$ cat src/rtl/bypass_queue.sv
// Ring-buffer queue with an optional zero-latency pass-through when empty.
// The level, almost-full/almost-empty flags and a high-water mark are derived from the write/read counters.
module bypass_queue #(
    parameter int QUEUE_DEPTH_WIDTH  = 3,
    parameter int DATA_WIDTH         = 8,
    parameter int BYPASS             = 1,
    parameter int ALMOST_FULL_LEVEL  = (1 << QUEUE_DEPTH_WIDTH) - 1,
    parameter int ALMOST_EMPTY_LEVEL = 1
) (
    input  logic                         clock,
    input  logic                         reset,
    input  logic                         flush,
    input  logic                         in_valid,
    input  logic [DATA_WIDTH-1:0]        in_data,
    output logic                         in_ready,
    output logic                         out_valid,
    output logic [DATA_WIDTH-1:0]        out_data,
    input  logic                         out_ready,
    output logic [QUEUE_DEPTH_WIDTH:0]   level,
    output logic                         almost_full,
    output logic                         almost_empty,
    output logic [QUEUE_DEPTH_WIDTH:0]   high_water
);
    localparam int DEPTH = 1 << QUEUE_DEPTH_WIDTH;
    localparam logic [QUEUE_DEPTH_WIDTH:0] L_DEPTH  = (QUEUE_DEPTH_WIDTH+1)'(DEPTH);
    localparam logic [QUEUE_DEPTH_WIDTH:0] L_AF_LVL = (QUEUE_DEPTH_WIDTH+1)'(ALMOST_FULL_LEVEL);
    localparam logic [QUEUE_DEPTH_WIDTH:0] L_AE_LVL = (QUEUE_DEPTH_WIDTH+1)'(ALMOST_EMPTY_LEVEL);

    logic [QUEUE_DEPTH_WIDTH:0] r_wr_ptr;
    logic [QUEUE_DEPTH_WIDTH:0] r_rd_ptr;
    logic [QUEUE_DEPTH_WIDTH:0] r_high_water;
    logic [DATA_WIDTH-1:0]      r_mem [DEPTH];

    logic                       w_empty;
    logic                       w_full;
    logic                       w_block;
    logic                       w_push;
    logic                       w_pop;
    logic [QUEUE_DEPTH_WIDTH:0] w_level;
    logic [QUEUE_DEPTH_WIDTH:0] w_wr_next;
    logic [QUEUE_DEPTH_WIDTH:0] w_rd_next;
    logic [QUEUE_DEPTH_WIDTH:0] w_level_next;
    logic [DATA_WIDTH-1:0]      w_head;

    assign w_level = r_wr_ptr - r_rd_ptr;
    assign w_empty = (w_level == '0);
    assign w_full  = (w_level == L_DEPTH);
    assign w_block = reset | flush;
    assign w_head  = r_mem[r_rd_ptr[QUEUE_DEPTH_WIDTH-1:0]];

    // Pass-through mode: a full queue still accepts when the head leaves in the same cycle.
    always_comb begin
        in_ready  = 1'b0;
        out_valid = 1'b0;
        out_data  = w_head;
        if (BYPASS != 0) begin
            in_ready  = !w_block && (!w_full || out_ready);
            out_valid = !w_block && (!w_empty || in_valid);
            out_data  = w_empty ? in_data : w_head;
        end else begin
            in_ready  = !w_block && !w_full;
            out_valid = !w_block && !w_empty;
        end
    end

    assign w_push       = in_valid & in_ready;
    assign w_pop        = out_valid & out_ready;
    assign w_wr_next    = r_wr_ptr + (QUEUE_DEPTH_WIDTH+1)'(w_push);
    assign w_rd_next    = r_rd_ptr + (QUEUE_DEPTH_WIDTH+1)'(w_pop);
    assign w_level_next = w_wr_next - w_rd_next;

    always_ff @(posedge clock) begin
        if (reset || flush) begin
            r_wr_ptr     <= '0;
            r_rd_ptr     <= '0;
            r_high_water <= '0;
        end else begin
            r_wr_ptr <= w_wr_next;
            r_rd_ptr <= w_rd_next;
            if (w_level_next > r_high_water)
                r_high_water <= w_level_next;
        end
    end

    // Every accepted word is stored, even when it is bypassed straight to the output.
    always_ff @(posedge clock) begin
        if (w_push)
            r_mem[r_wr_ptr[QUEUE_DEPTH_WIDTH-1:0]] <= in_data;
    end

    assign level        = w_level;
    assign high_water   = r_high_water;
    assign almost_full  = (w_level >= L_AF_LVL);
    assign almost_empty = (w_level <= L_AE_LVL);
endmodule

$ cat config.mk
export PLATFORM = sky130hd
export DESIGN_NAME = bypass_queue
export DESIGN_NICKNAME = d
export VERILOG_FILES = /design/src/rtl/bypass_queue.sv
export SDC_FILE = /design/constraint.sdc
export NUM_CORES = 1
export LEC_CHECK = 0
export CORE_MARGIN = 10
export CORE_UTILIZATION = 45
export DETAILED_ROUTE_END_ITERATION = 6
export HOLD_SLACK_MARGIN = 0.06
export PLACE_DENSITY = 0.65
export SLEW_MARGIN = 15
export SYNTH_ARGS = -nofsm -noshare
export SYNTH_HDL_FRONTEND = slang
export SYNTH_SLANG_ARGS = --single-unit
export TNS_END_PERCENT = 20
$ cat constraint.sdc
create_clock -name clock -period 7.15 [get_ports clock]
set_clock_uncertainty 0.05 [all_clocks]
set_input_delay 1.43 -clock clock [delete_from_list [all_inputs] [get_ports clock]]
set_output_delay 1.43 -clock clock [all_outputs]
set_load 0.01 [all_outputs]
==> impl_metrics.toml, run 1 <==
[outcome]
status = "finished, final reports clean"

[synthesis]
seq_area_frac_synth_pct = 61.85
syn_area_um2 = 3496
synth.avg_cell_area_um2 = 15.20
synth_fa_ha_area_share_pct = 6.514
synthArstFlopShare_pct = 0
synth_top_area_share_pct = 54.97
synth-seq-cells = 76
yosysTopAreaCell = "edfxtp_1"
synthMuxAreaShare_pct = 13.49
synth_fp_nets = 260
synthCells = 230
ys_types = 41
synth_top_family_by_area = "multiplexers"
synth-edff-count = 64
synthSimpleGateAreaFrac_pct = 8.840
yosysWarnings = 0
synth_ff_type = "edfxtp_1"
synth-compound-area-share_pct = 3.436
synthXorXnorAreaFrac_pct = 2.255
netlist_top_cells_area = "edfxtp_1, mux4_2, dfxtp_1"

[die]
die-area_um2 = 11690
die_w_um = 108.1
num_io_pins = 33
fp.coreArea_um2 = 7647
die_h_um = 108.1
row_count = 32
floorplan.initialDensity_pct = 45.71

[detailed_routing]
via_per_inst = 5.258
drt_wl_total_mm = 7.185
drtIter0Drc = 111
drtAntennaViolNets = 0
routedWlPerCell_um = 18.91
drtPass1Iterations = 4
vias = 1998
drc = 0

[sta]
period_share_pct = 72.11
setup_viol = 0
tightestPinTransition_ns = 1.138
rsz0062_at_grt = "false"
fmax_ghz = 0.1939
slew_headroom_pct = 23.45
period_minus_slack_ns = 5.156
worst_slack_ns = 1.994
hold_viol_final = 0
setup_tns_ns = 0
slew_violations = 0

[pwr]
comb_power_share_pct = 9.3
p_sw_mw = 0.2087
vdd_drop_max_mv = 0.08704
p_sw_share_pct = 24.27
p_leak_nw = 1.449
design_power_total_mw = 0.8600
clkPwrFrac_pct = 34.4
p_per_area_nw_per_um2 = 206.7
p_seq_share_pct = 56.3
intPower_mw = 0.6513

[finish]
area_growth_pct = 19.01
drive_above_1_share_pct = 19.06
register_area_um2 = 2162
nNetsFinal = 303
layoutNonFillerInstCount = 380
n_antenna_cell = 0
fillers = 641
multi_input_area_um2 = 1249

[worst_setup_path]
cp_slowest_cell = "o41ai_4"
crit_chain = "clkinv_1 -> ha_1 -> o21ai_1 -> and3_1 -> o41ai_4 -> nor2_1 -> ha_1 -> ha_1 -> ha_1 -> nor2b_1 -> o21ai_0 -> nand2b_1 -> xor2_1 -> ha_1 -> and4_1 -> a21oi_2 -> mux2i_1 -> nor2_1"
end_kind = "flip-flop"
crit_fanout = 11
required_ns = 7.34
reg2reg_setup_slack_ns = 1.99
cp_num_buf_inv = 1
worstSetupPathType = "flip-flop to flip-flop"
crit_arrival_ns = 5.34
cp_common_cell = "ha_1"
path_delay_family = "adder cells"
start_kind = "flip-flop"
critical_path.max_stage_delay_ns = 0.75

[run]
cap_violations = 0

[clock_network]
post-cts-setup-buffer-count = 0
root_buffer = "clkbuf_8"
cts_tree = "done"
hold_buffers = 0
worstSkewPairLatency_ns = 0.35
h-tree-depth = 3
cts_sinks = 76
cts_buffers = 9
cts_buffer_depth = 2
path_clk_slew_ns = 0.08
cts_resized = 0

[grt]
overflow = 0
grt_usage_pct = 12.92
grt_max_degree = 19
grt_pass1_vias = 2082
grt_pass1_wl_mm = 11.30
antenna_found_initial = 0

[place]
dp_hpwl_mm = 4.900
io_buffers = 32
preCtsSetupSlack_ns = 1.678
place.gp.congestion = 0.7579
dp_cells = 364

[hold_path]
hold_path.class = "flip-flop to flip-flop"
-- path summary, 6_finish.rpt --
path / start / endpoint / cells past startpoint
setup / recovery: r_rd_ptr[2] / high_water[2] / 18
hold / removal: high_water[0] / high_water[0] / 2
setup reg to reg: r_rd_ptr[2] / high_water[2] / 18
hold reg to reg: high_water[0] / high_water[0] / 2
-- final cells by class --
cell class / instances / share of cell area, %
clock buffer: 10 / 3.068
timing repair buffer: 40 / 9.143
tap: 102 / 3.068
sequential: 76 / 51.97
inverter: 17 / 1.534
multi-input combinational: 129 / 30.02
clock inverter: 6 / 1.203
-- worst reg2reg max path: stages, from the launching register on --
cell and delay (ns):
dfxtp_1 0.57, clkinv_1 0.37, ha_1 0.42, o21ai_1 0.10, and3_1 0.24, o41ai_4 0.75
nor2_1 0.10, ha_1 0.25, ha_1 0.30, ha_1 0.27, nor2b_1 0.12, o21ai_0 0.15
nand2b_1 0.12, xor2_1 0.18, ha_1 0.31, and4_1 0.19, a21oi_2 0.30, mux2i_1 0.24
nor2_1 0.05
-- per-layer routing --
layer / share of wire (%) / routed length (um) / vias to the layer above / global-route usage, %
met5: 0 / 0 / - / 0
met2: 49 / 3537 / 37 / 20.47
met4: 1.8 / 126 / 0 / 6.107
met1: 45 / 3206 / 1002 / 16.25
li1: - / - / 949 / -
met3: 4.4 / 315 / 10 / 3.272
-- logic make-up (layout without fill, tap and decap cells) --
group	count (synthesis)	in the layout
flip-flops	76	76
AND/OR/NAND/NOR	64	64
multiplexers	25	25
buffers and inverters	25	73
adder cells (fa/ha/maj)	17	17
AO/OA/AOI/OAI	14	14
XOR/XNOR	9	9
-- power by group through the flow --
| stage | registers, mW | logic (mW) | clock network, mW |
|---|---|---|---|
| after global routing | 0.485 | 0.0875 | 0.322 |
| final | 0.485 | 0.0799 | 0.295 |
| after detailed placement | 0.495 | 0.0803 | 0 |
| after floorplan | 0.496 | 0.0434 | 0 |
| after global placement | 0.495 | 0.0792 | 0 |
| after CTS | 0.485 | 0.0808 | 0.301 |
-- registers in the layout, indices dropped and copies added (netlist names) --
signal      cells
high_water      4
r_mem          64
r_rd_ptr        4
r_wr_ptr        4
-- through the flow --
| step | utilization, % | area, um^2 | hold WS [ns] |
|---|---|---|---|
| 6_report | 54.40 | 4160 | 0.4745 |
| 5_1_grt | 54.40 | 4160 | 0.5132 |
| 4_1_cts | 54.17 | 4143 | 0.4791 |
| 3_5_place_dp | 51.85 | 3965 | 0.4660 |
| 3_3_place_gp | 51.85 | 3965 | 0.4568 |
| 2_1_floorplan | - | 3496 | 0.4812 |
-- cells in the final DEF, fill, tap and decap left out, types with 4 or more instances in the layout --
cell type	count
nor2_1	12
inv_1	16
buf_4	8
clkbuf_8	9
mux4_2	13
dfxtp_1	12
nand3_1	4
xor2_1	6
mux2_2	8
edfxtp_1	64
nand2_1	28
clkdlybuf4s50_1	32
ha_1	15
-- cell usage after synthesis, drive strengths merged (2+ instances only) --
cell type and count:
a211oi 2, a21oi 5, and2 3, buf 7, dfxtp 12, edfxtp 64, fa 2, ha 15
inv 16, mux2 8, mux4 16, nand2 28, nand3 4, nor2 12, nor2b 3, nor3 2
nor4 3, nor4b 3, o21ai 2, xnor2 3, xor2 6
Power figures use the tool's default switching activity.
==> run 2, diff against run 1 <==
==> constraint.sdc (replaced) <==
create_clock -name clock -period 5.4 [get_ports clock]
set_clock_uncertainty 0.05 [all_clocks]
set_input_delay 1.08 -clock clock [delete_from_list [all_inputs] [get_ports clock]]
set_output_delay 1.08 -clock clock [all_outputs]
set_load 0.01 [all_outputs]
==> run 2 against run 1 <==
  * Critical path depth did not move
  * Global-route usage fell by 0.38 points
  * Clock power rose by 57%
  * Flip-flop and latch count did not move
  * Final area rose by 0.99%
  * Hold slack improved by 0.0035 ns
  * Utilization rose by 0.54 points
  * Fmax rose by 4.3%
  * Critical endpoint unchanged
==> impl_metrics.toml, run 2 (synthesis results as in run 1) <==
[worst_setup_path]
reg2reg_setup_slack_ns = 0.45
start_kind = "flip-flop"
crit_arrival_ns = 5.13
end_kind = "flip-flop"
rr_endpoint = "high_water[2]"
r2r-start = "r_wr_ptr[1]"
worstSetupPathType = "flip-flop to flip-flop"
crit_fanout = 10
worstRegToRegCells = 18
required_ns = 5.59

[die]
die_w_um = 108.1
die_h_um = 108.1
num_io_pins = 33
floorplan.initialDensity_pct = 45.71
die-area_um2 = 11690
fp.coreArea_um2 = 7647
row_count = 32

[finish]
register_area_um2 = 2162
drive_above_1_share_pct = 20.00
n_antenna_cell = 0
mostFrequentLayoutCell = "edfxtp_1"
fillers = 609
final_cell_mix = "edfxtp_1, clkdlybuf4s50_1, nand2_1"
largest_reg_flops = 64
area_growth_pct = 20.19
multi_input_area_um2 = 1231
nNetsFinal = 306

[grt]
grt_pass1_vias = 2069
antenna_found_initial = 0
grt_usage_pct = 12.55
grt_pass1_wl_mm = 10.97
overflow = 0
grt_max_degree = 19

[clock_network]
cts_buffers = 9
root_buffer = "clkbuf_8"
cts_sinks = 76
cts_resized = 0
worstSkewPairLatency_ns = 0.34
post-cts-setup-buffer-count = 0
cts_buffer_depth = 2
cts_tree = "done"
hold_buffers = 0
h-tree-depth = 3
path_clk_slew_ns = 0.08

[detailed_routing]
vias = 2012
drtAntennaViolNets = 0
drtPass1Iterations = 4
via_per_inst = 5.267
drt_wl_total_mm = 6.944
drtIter0Drc = 128
routedWlPerCell_um = 18.18
drc = 0

[sta]
worst_slack_ns = 0.4543
slew_headroom_pct = 27.57
fmax_ghz = 0.2022
period_minus_slack_ns = 4.946
period_share_pct = 91.59
rsz0062_at_grt = "false"
tightestPinTransition_ns = 1.084
setup_tns_ns = 0
setup_viol = 0
hold_viol_final = 0
slew_violations = 0

[place]
preCtsSetupSlack_ns = 0.4186
place.gp.congestion = 0.7516
dp_hpwl_mm = 4.573
io_buffers = 32

[pwr]
p_per_area_nw_per_um2 = 287.9
p_leak_nw = 1.478
vdd_drop_max_mv = 0.1533

[hold_path]
hold_end = "high_water[1]"
min_from = "high_water[1]"
hold_path.class = "flip-flop to flip-flop"
hold_depth = 2

[outcome]
status = "finished, final reports clean"

[run]
cap_violations = 0
run 2: how the worst max path moves through the flow:
stage                      startpoint            end
after floorplan           r_rd_ptr[1]  high_water[2]
after global placement      out_ready  high_water[2]
after detailed placement    out_ready  high_water[2]
after CTS                 r_wr_ptr[1]  high_water[2]
after global routing      r_wr_ptr[1]  high_water[3]
final                     r_wr_ptr[1]  high_water[2]
run 2: worst max-delay path, cell delays in order, from the launching register on:
cell and delay [ns]:
dfxtp_1 0.56, inv_1 0.18, fa_1 0.47, xor2_1 0.26
nand3_1 0.18, o41ai_4 0.61, nor2_1 0.09, ha_1 0.24
ha_1 0.30, ha_1 0.26, nor2b_1 0.12, o21ai_0 0.15
nand2b_1 0.12, xor2_1 0.18, ha_1 0.31, and4_1 0.19
a21oi_2 0.29, mux2i_1 0.22, nor2_1 0.05
run 2: per-layer routing:
| metal | GRT usage, % | wire length (um) | vias to the layer above |
|---|---|---|---|
| met1 | 15.16 | 3120 | 1015 |
| met4 | 3.244 | 63 | 0 |
| met5 | 0 | 0 | - |
| li1 | - | - | 956 |
| met3 | 4.640 | 299 | 8 |
| met2 | 20.73 | 3461 | 33 |
run 2: cell type report:
| class | instances | area share [%] |
|---|---|---|
| Tap cell | 102 | 3.038 |
| Sequential cell | 76 | 51.46 |
| Clock buffer | 9 | 2.948 |
| Timing Repair Buffer | 43 | 9.589 |
| Clock inverter | 6 | 2.144 |
| Inverter | 17 | 1.519 |
| Multi-Input combinational cell | 129 | 29.30 |
run 2: through the flow:
step	hold WS, ns	total power, mW	utilization, %	instances	cell area (um^2)
after global routing	0.5076	1.255	54.94	382	4202
after global placement	0.4551	0.7597	52.14	367	3988
after floorplan	0.4812	0.7136	-	230	3496
after CTS	0.4831	1.220	54.94	382	4202
after detailed placement	0.4708	0.7617	52.14	367	3988
final	0.4780	1.210	54.94	382	4202
run 2: power by group:
| group | internal [mW] | switching [mW] | total (mW) |
|---|---|---|---|
| registers | 0.639 | 0.00281 | 0.642 |
| logic | 0.0533 | 0.0513 | 0.105 |
| clock network | 0.258 | 0.205 | 0.463 |
| total | 0.951 | 0.259 | 1.21 |
==> RTL change 1: new RTL, config.mk and constraints of run 2 <==
Change the parameter `DATA_WIDTH` from 8 to 10.
--- a/src/rtl/bypass_queue.sv
+++ b/src/rtl/bypass_queue.sv
@@ -2,7 +2,7 @@
 // The level, almost-full/almost-empty flags and a high-water mark are derived from the write/read counters.
 module bypass_queue #(
     parameter int QUEUE_DEPTH_WIDTH  = 3,
-    parameter int DATA_WIDTH         = 8,
+    parameter int DATA_WIDTH         = 10,
     parameter int BYPASS             = 1,
     parameter int ALMOST_FULL_LEVEL  = (1 << QUEUE_DEPTH_WIDTH) - 1,
     parameter int ALMOST_EMPTY_LEVEL = 1
Ports: changed (resized in_data and out_data); port bits go from 33 to 37. No check against the original RTL was run, so the function may have changed too.
==> RTL change 1 against run 2 <==
  * Total power grew 15%
  * Combinational power grew 18%
  * Final area is 20% higher
  * Worst setup slack gained 94 ps
  * Synthesized area is 21% higher
  * Sequential cell count grew 16
  * Non-clock buffer count increased by 6
  * Highest routed layer unchanged
  * Routed wire length increased by 17%
  * Hold slack gained 2.2 ps
==> RTL change 1: results (changes against run 2) <==
Outcome
  – Outcome: finished clean

Global routing
  – GRT Overall Usage: 0.124 (-0.00146)
  – Global-route wire length before repair: 12700 um (+16%)
  – Vias in the first global route: 2330 (+13%)
  – Initial antenna violation count: 0 (unchanged)
  – Largest net degree at the start of global routing: 23 (+4)

Yosys
  – Seq/Total Area, Yosys: 0.624 (+0.00509)
  – Mux cell area share after synthesis: 0.158 (+0.0233)
  – Asr flop ratio synth: 0 (unchanged)
  – Commonest cells in the netlist: 80 x edfxtp_1, 34 x nand2_1, 18 x mux4_1, 17 x inv_1, 15 x ha_1
  – Xor/xnor cell area share of the yosys netlist: 0.0186 (-0.00395)
  – Synth Register Bits: 92 (+21%)
  – Compound-Gate Fraction of Synth Area: 0.0307 (-0.00365)
  – Area contributors post-synth: edfxtp_1 57%, mux4_1 11%, dfxtp_1 5.7%
  – Number of enable flip-flop cells after synthesis: 80 (+25%)
  – Post-synthesis adder-cell area fraction: 0.0537 (-0.0114)
  – Distinct cell type count after synthesis: 42 (+2.4%)
  – Synthesized net count: 291 (+12%)
  – Post-Syn Instances: 259 (+13%)

Finish
  – Fraction of area in multi-input gates: 0.300 (+0.00674)
  – Finished Layout Cells: 426 (+12%)
  – Fillers: 731 (+20%)
  – Final layout net count: 342 (+12%)
  – Signal buffers share of area: 0.0912 (-0.00469)
  – Non-clock buffers: 49 (+14%)
  – #MultiIn Comb: 141 (+9.3%)
  – N_diodes: 0 (unchanged)
  – Flip-flop count of the largest register after layout: 80 (+25%)
  – ClkCell Share: 0.0424 (-0.00856)
  – Layout cells sized above 1: 0.175 (-0.0254)
  – Sequential cell area share: 0.526 (+0.0117)

Placement
  – DP Wirelength: 5290 um (+16%)
  – Final Wtd Congestion: 0.729 (-3.0%)
  – Placed cells: 410 (+12%)
  – I/O Buffers: 36 (+13%)
  – Placement Cell Area: 4810 um2 (+21%)

Worst setup path
  – CP max-delay cell: dfxtp_1
  – CP max stage delay: 690 ps (+80 ps)
  – Cell family with most CP delay: adder cells
  – CP arrival: 5050 ps (-80 ps)

Timing
  – Slew margin rel.: 0.395 (+0.119)

Power
  – Worst vdd rail ir drop: 0.174 mV (+14%)
  – Leakage: 1.79 nW (+21%)

CTS
  – Buffer count from post-CTS setup fixing: 0 (unchanged)
  – CTS Buffer Depth: 2 (unchanged)
  – Worst-path clk slew: 100 ps (+20 ps)
  – Clk root buf: clkbuf_8
  – Clock Latency Late Sink: between 300 and 400 ps
  – Post-CTS Resized: 0 (unchanged)
  – H-tree Lvls: 3 (unchanged)

Route
  – DR pass1 iterations: 4 (unchanged)
  – First DRT Iteration DRCs: 102 (-20%)
  – Vias/cell: 5.42 (+2.8%)
  – Per-cell routed wire length: 19.1 um (+5.3%)

Min path
  – Hold WC Path Type: flip-flop to flip-flop

Die
  – Die Wd: 117 um (+8.2%)
==> RTL change 1: worst paths after layout <==
check	start	endpoint	slack, ps	depth (start not counted)
worst min-delay path	high_water[1]	high_water[1]	480	2
worst max register to register	r_wr_ptr[1]	high_water[2]	550	19
worst max-delay path	r_wr_ptr[1]	high_water[2]	550	19
worst min register to register	high_water[1]	high_water[1]	480	2
==> RTL change 1: power by group <==
| group | switching (mW) | internal, mW |
|---|---|---|
| Combinational | 0.0596 | 0.0641 |
| Sequential | 0.00298 | 0.776 |
| Clock | 0.261 | 0.227 |
| Total | 0.324 | 1.07 |
==> RTL change 1: stage by stage <==
step           power [mW]  utilization  setup WS [ps]
2_1_floorplan       0.864            -            960
3_3_place_gp        0.918        0.523            649
3_5_place_dp        0.920        0.523            558
4_1_cts              1.41        0.546            528
5_1_grt              1.45        0.546            217
6_report             1.39        0.546            548
==> RTL change 1: per-layer routing <==
layer,global-route usage,routed length [um],up-vias
li1,-,-,1092
met1,0.171,3900,1165
met2,0.188,3810,44
met3,0.0250,340,6
met4,0.0494,99,0
met5,0,0,-
==> RTL change 1: worst register-to-register path: stages (launching register included) <==
cell	delay, ps
dfxtp_1	690
inv_1	220
fa_1	470
xor2_1	240
nand3_1	170
o21ba_4	260
a21oi_1	70
ha_1	230
ha_1	330
inv_1	70
ha_1	270
nor2b_1	120
o21ai_0	130
nand2b_1	120
xor2_1	190
ha_1	320
and4_1	200
a21oi_2	300
mux2i_1	230
nor2_1	50
==> RTL change 1: kinds of logic after synthesis <==
| logic type | count (synthesis) |
|---|---|
| buf+inv | 26 |
| xor+xnor | 9 |
| compound gates | 14 |
| flops | 92 |
| simple gates | 70 |
| mux | 31 |
| fa+ha+maj | 17 |
==> RTL change 2: new RTL, settings of run 2 <==
Without the edit above. Put a register stage on the output `level`, without a reset. The value now appears one clock later. The other outputs are not delayed to match.
--- a/src/rtl/bypass_queue.sv
+++ b/src/rtl/bypass_queue.sv
@@ -88,7 +88,9 @@
             r_mem[r_wr_ptr[QUEUE_DEPTH_WIDTH-1:0]] <= in_data;
     end
 
-    assign level        = w_level;
+    always_ff @(posedge clock) begin
+        level <= w_level;
+    end
     assign high_water   = r_high_water;
     assign almost_full  = (w_level >= L_AF_LVL);
     assign almost_empty = (w_level <= L_AE_LVL);
Behaviour: not the same (a bounded check fails within 4 cycles, from zero or initial values).
==> RTL change 2 against run 2 <==
  * Routed wire length up 3.1%
  * Count of clock-buffer cells in the layout up 1
  * Sequential cell count up 4
  * Worst setup slack worse by 5.6 ps
  * Synthesized area up 2.3%
  * Final area up 2.9%
  * Total power up 7.0%
  * Critical path type unchanged
  * Critical endpoint unchanged
  * Largest power group unchanged
==> RTL change 2: results (changes against run 2) <==
Yosys
  – Commonest cells in the netlist: 64 x edfxtp_1, 28 x nand2_1, 16 x dfxtp_1, 16 x inv_1, 15 x ha_1
  – Area contributors post-synth: edfxtp_1 54%, dfxtp_1 9.0%, mux4_2 8.2%
  – Post-Syn Instances: 234 (+1.7%)
  – Seq/Total Area, Yosys: 0.627 (+0.00854)
  – Synthesized net count: 264 (+1.5%)

Global routing
  – Vias in the first global route: 2120 (+2.5%)
  – Largest net degree at the start of global routing: 18 (-1)
  – Global-route wire length before repair: 11200 um (+2.4%)

Finish
  – Final layout net count: 310 (+1.3%)
  – Finished Layout Cells: 386 (+1.0%)
  – Fillers: 648 (+6.4%)

Power
  – Cell Pwr Density: 299 nW/um2 (+4.0%)
  – Worst vdd rail ir drop: 0.132 mV (-14%)
  – Leakage: 1.52 nW (+3.0%)

Worst setup path
  – R2R cell count: 19 (+1)
  – CP max-delay cell: dfxtp_1
  – CP arrival: 5140 ps (about the same)

Placement
  – DP Wirelength: 4770 um (+4.3%)
  – Final Wtd Congestion: 0.765 (+1.8%)

Min path
  – Hold Path End: high_water[0]
  – Min-delay src: high_water[0]

Outcome
  – Outcome: finished clean

Timing
  – Worst Hold Slack: 478 ps (-0.275 ps)

Route
  – WL final: 7160 um (+3.1%)
  – Vias after detailed routing: 2008 (-0.20%)
  – First DRT Iteration DRCs: 109 (-15%)
-- RTL change 2: changes by cell type in the layout (fill, tap and decap cells not counted), sizes merged --
cell           run 2  this run
dfxtp             12        16
clkinv             4         2
bufinv             2         3
clkbuf             9        10
-- RTL change 2: worst max-delay path by stage --
stage / to / slack, ps
2_1_floorplan: high_water[2] / 910
3_3_place_gp: high_water[2] / 640
3_5_place_dp: high_water[2] / 500
4_1_cts: high_water[2] / 480
5_1_grt: high_water[1] / 30
6_report: high_water[2] / 450
-- RTL change 2: power breakdown --
group	total (mW)	switching, mW	internal, mW
Clock	0.516	0.211	0.306
Combinational	0.106	0.0529	0.0533
Sequential	0.672	0.00295	0.669
Total	1.29	0.266	1.03
-- RTL change 2: final cells by class --
class / count / share of cell area
flip-flops and latches: 80 / 0.519
clock buffers: 10 / 0.0295
repair buffers: 43 / 0.0932
well taps: 102 / 0.0295
inverters: 17 / 0.0148
clock inverters: 5 / 0.0246
multi-input cells: 129 / 0.290
-- RTL change 2: per-stage QoR --
step | setup WS (ps) | power (mW)
3_3_place_gp | 638 | 0.793
5_1_grt | 30.9 | 1.34
3_5_place_dp | 503 | 0.793
4_1_cts | 482 | 1.30
6_report | 449 | 1.29
2_1_floorplan | 911 | 0.745
-- RTL change 2: cells by family (layout without fill, tap and decap cells) --
kind of cell	Yosys count	after routing	synth area share
XOR/XNOR	9	9	0.0220
flip-flops	80	80	0.627
AO/OA/AOI/OAI	14	14	0.0336
multiplexers	25	25	0.132
buffers and inverters	25	75	0.0353
adder cells (fa/ha/maj)	17	17	0.0637
AND/OR/NAND/NOR	64	64	0.0864
-- RTL change 2: metal layers --
metal  wire length [um]  GRT usage
met5                  0          0
met4                121     0.0565
met3                239     0.0277
met2               3460      0.194
met1               3340      0.169
-- RTL change 2: worst reg2reg max path, cell delays in order, from the launching register on --
cell and delay (ps):
dfxtp_1 560, inv_1 210, fa_1 460, xor2_1 250, nand3_1 180, o21ba_2 480
a21oi_1 130, ha_1 200, ha_1 330, inv_1 70, ha_1 280, nor2b_1 120
o21ai_0 140, nand2b_1 120, xor2_1 180, ha_1 320, and4_1 190, a21oi_2 300
mux2i_1 230, nor2_1 50
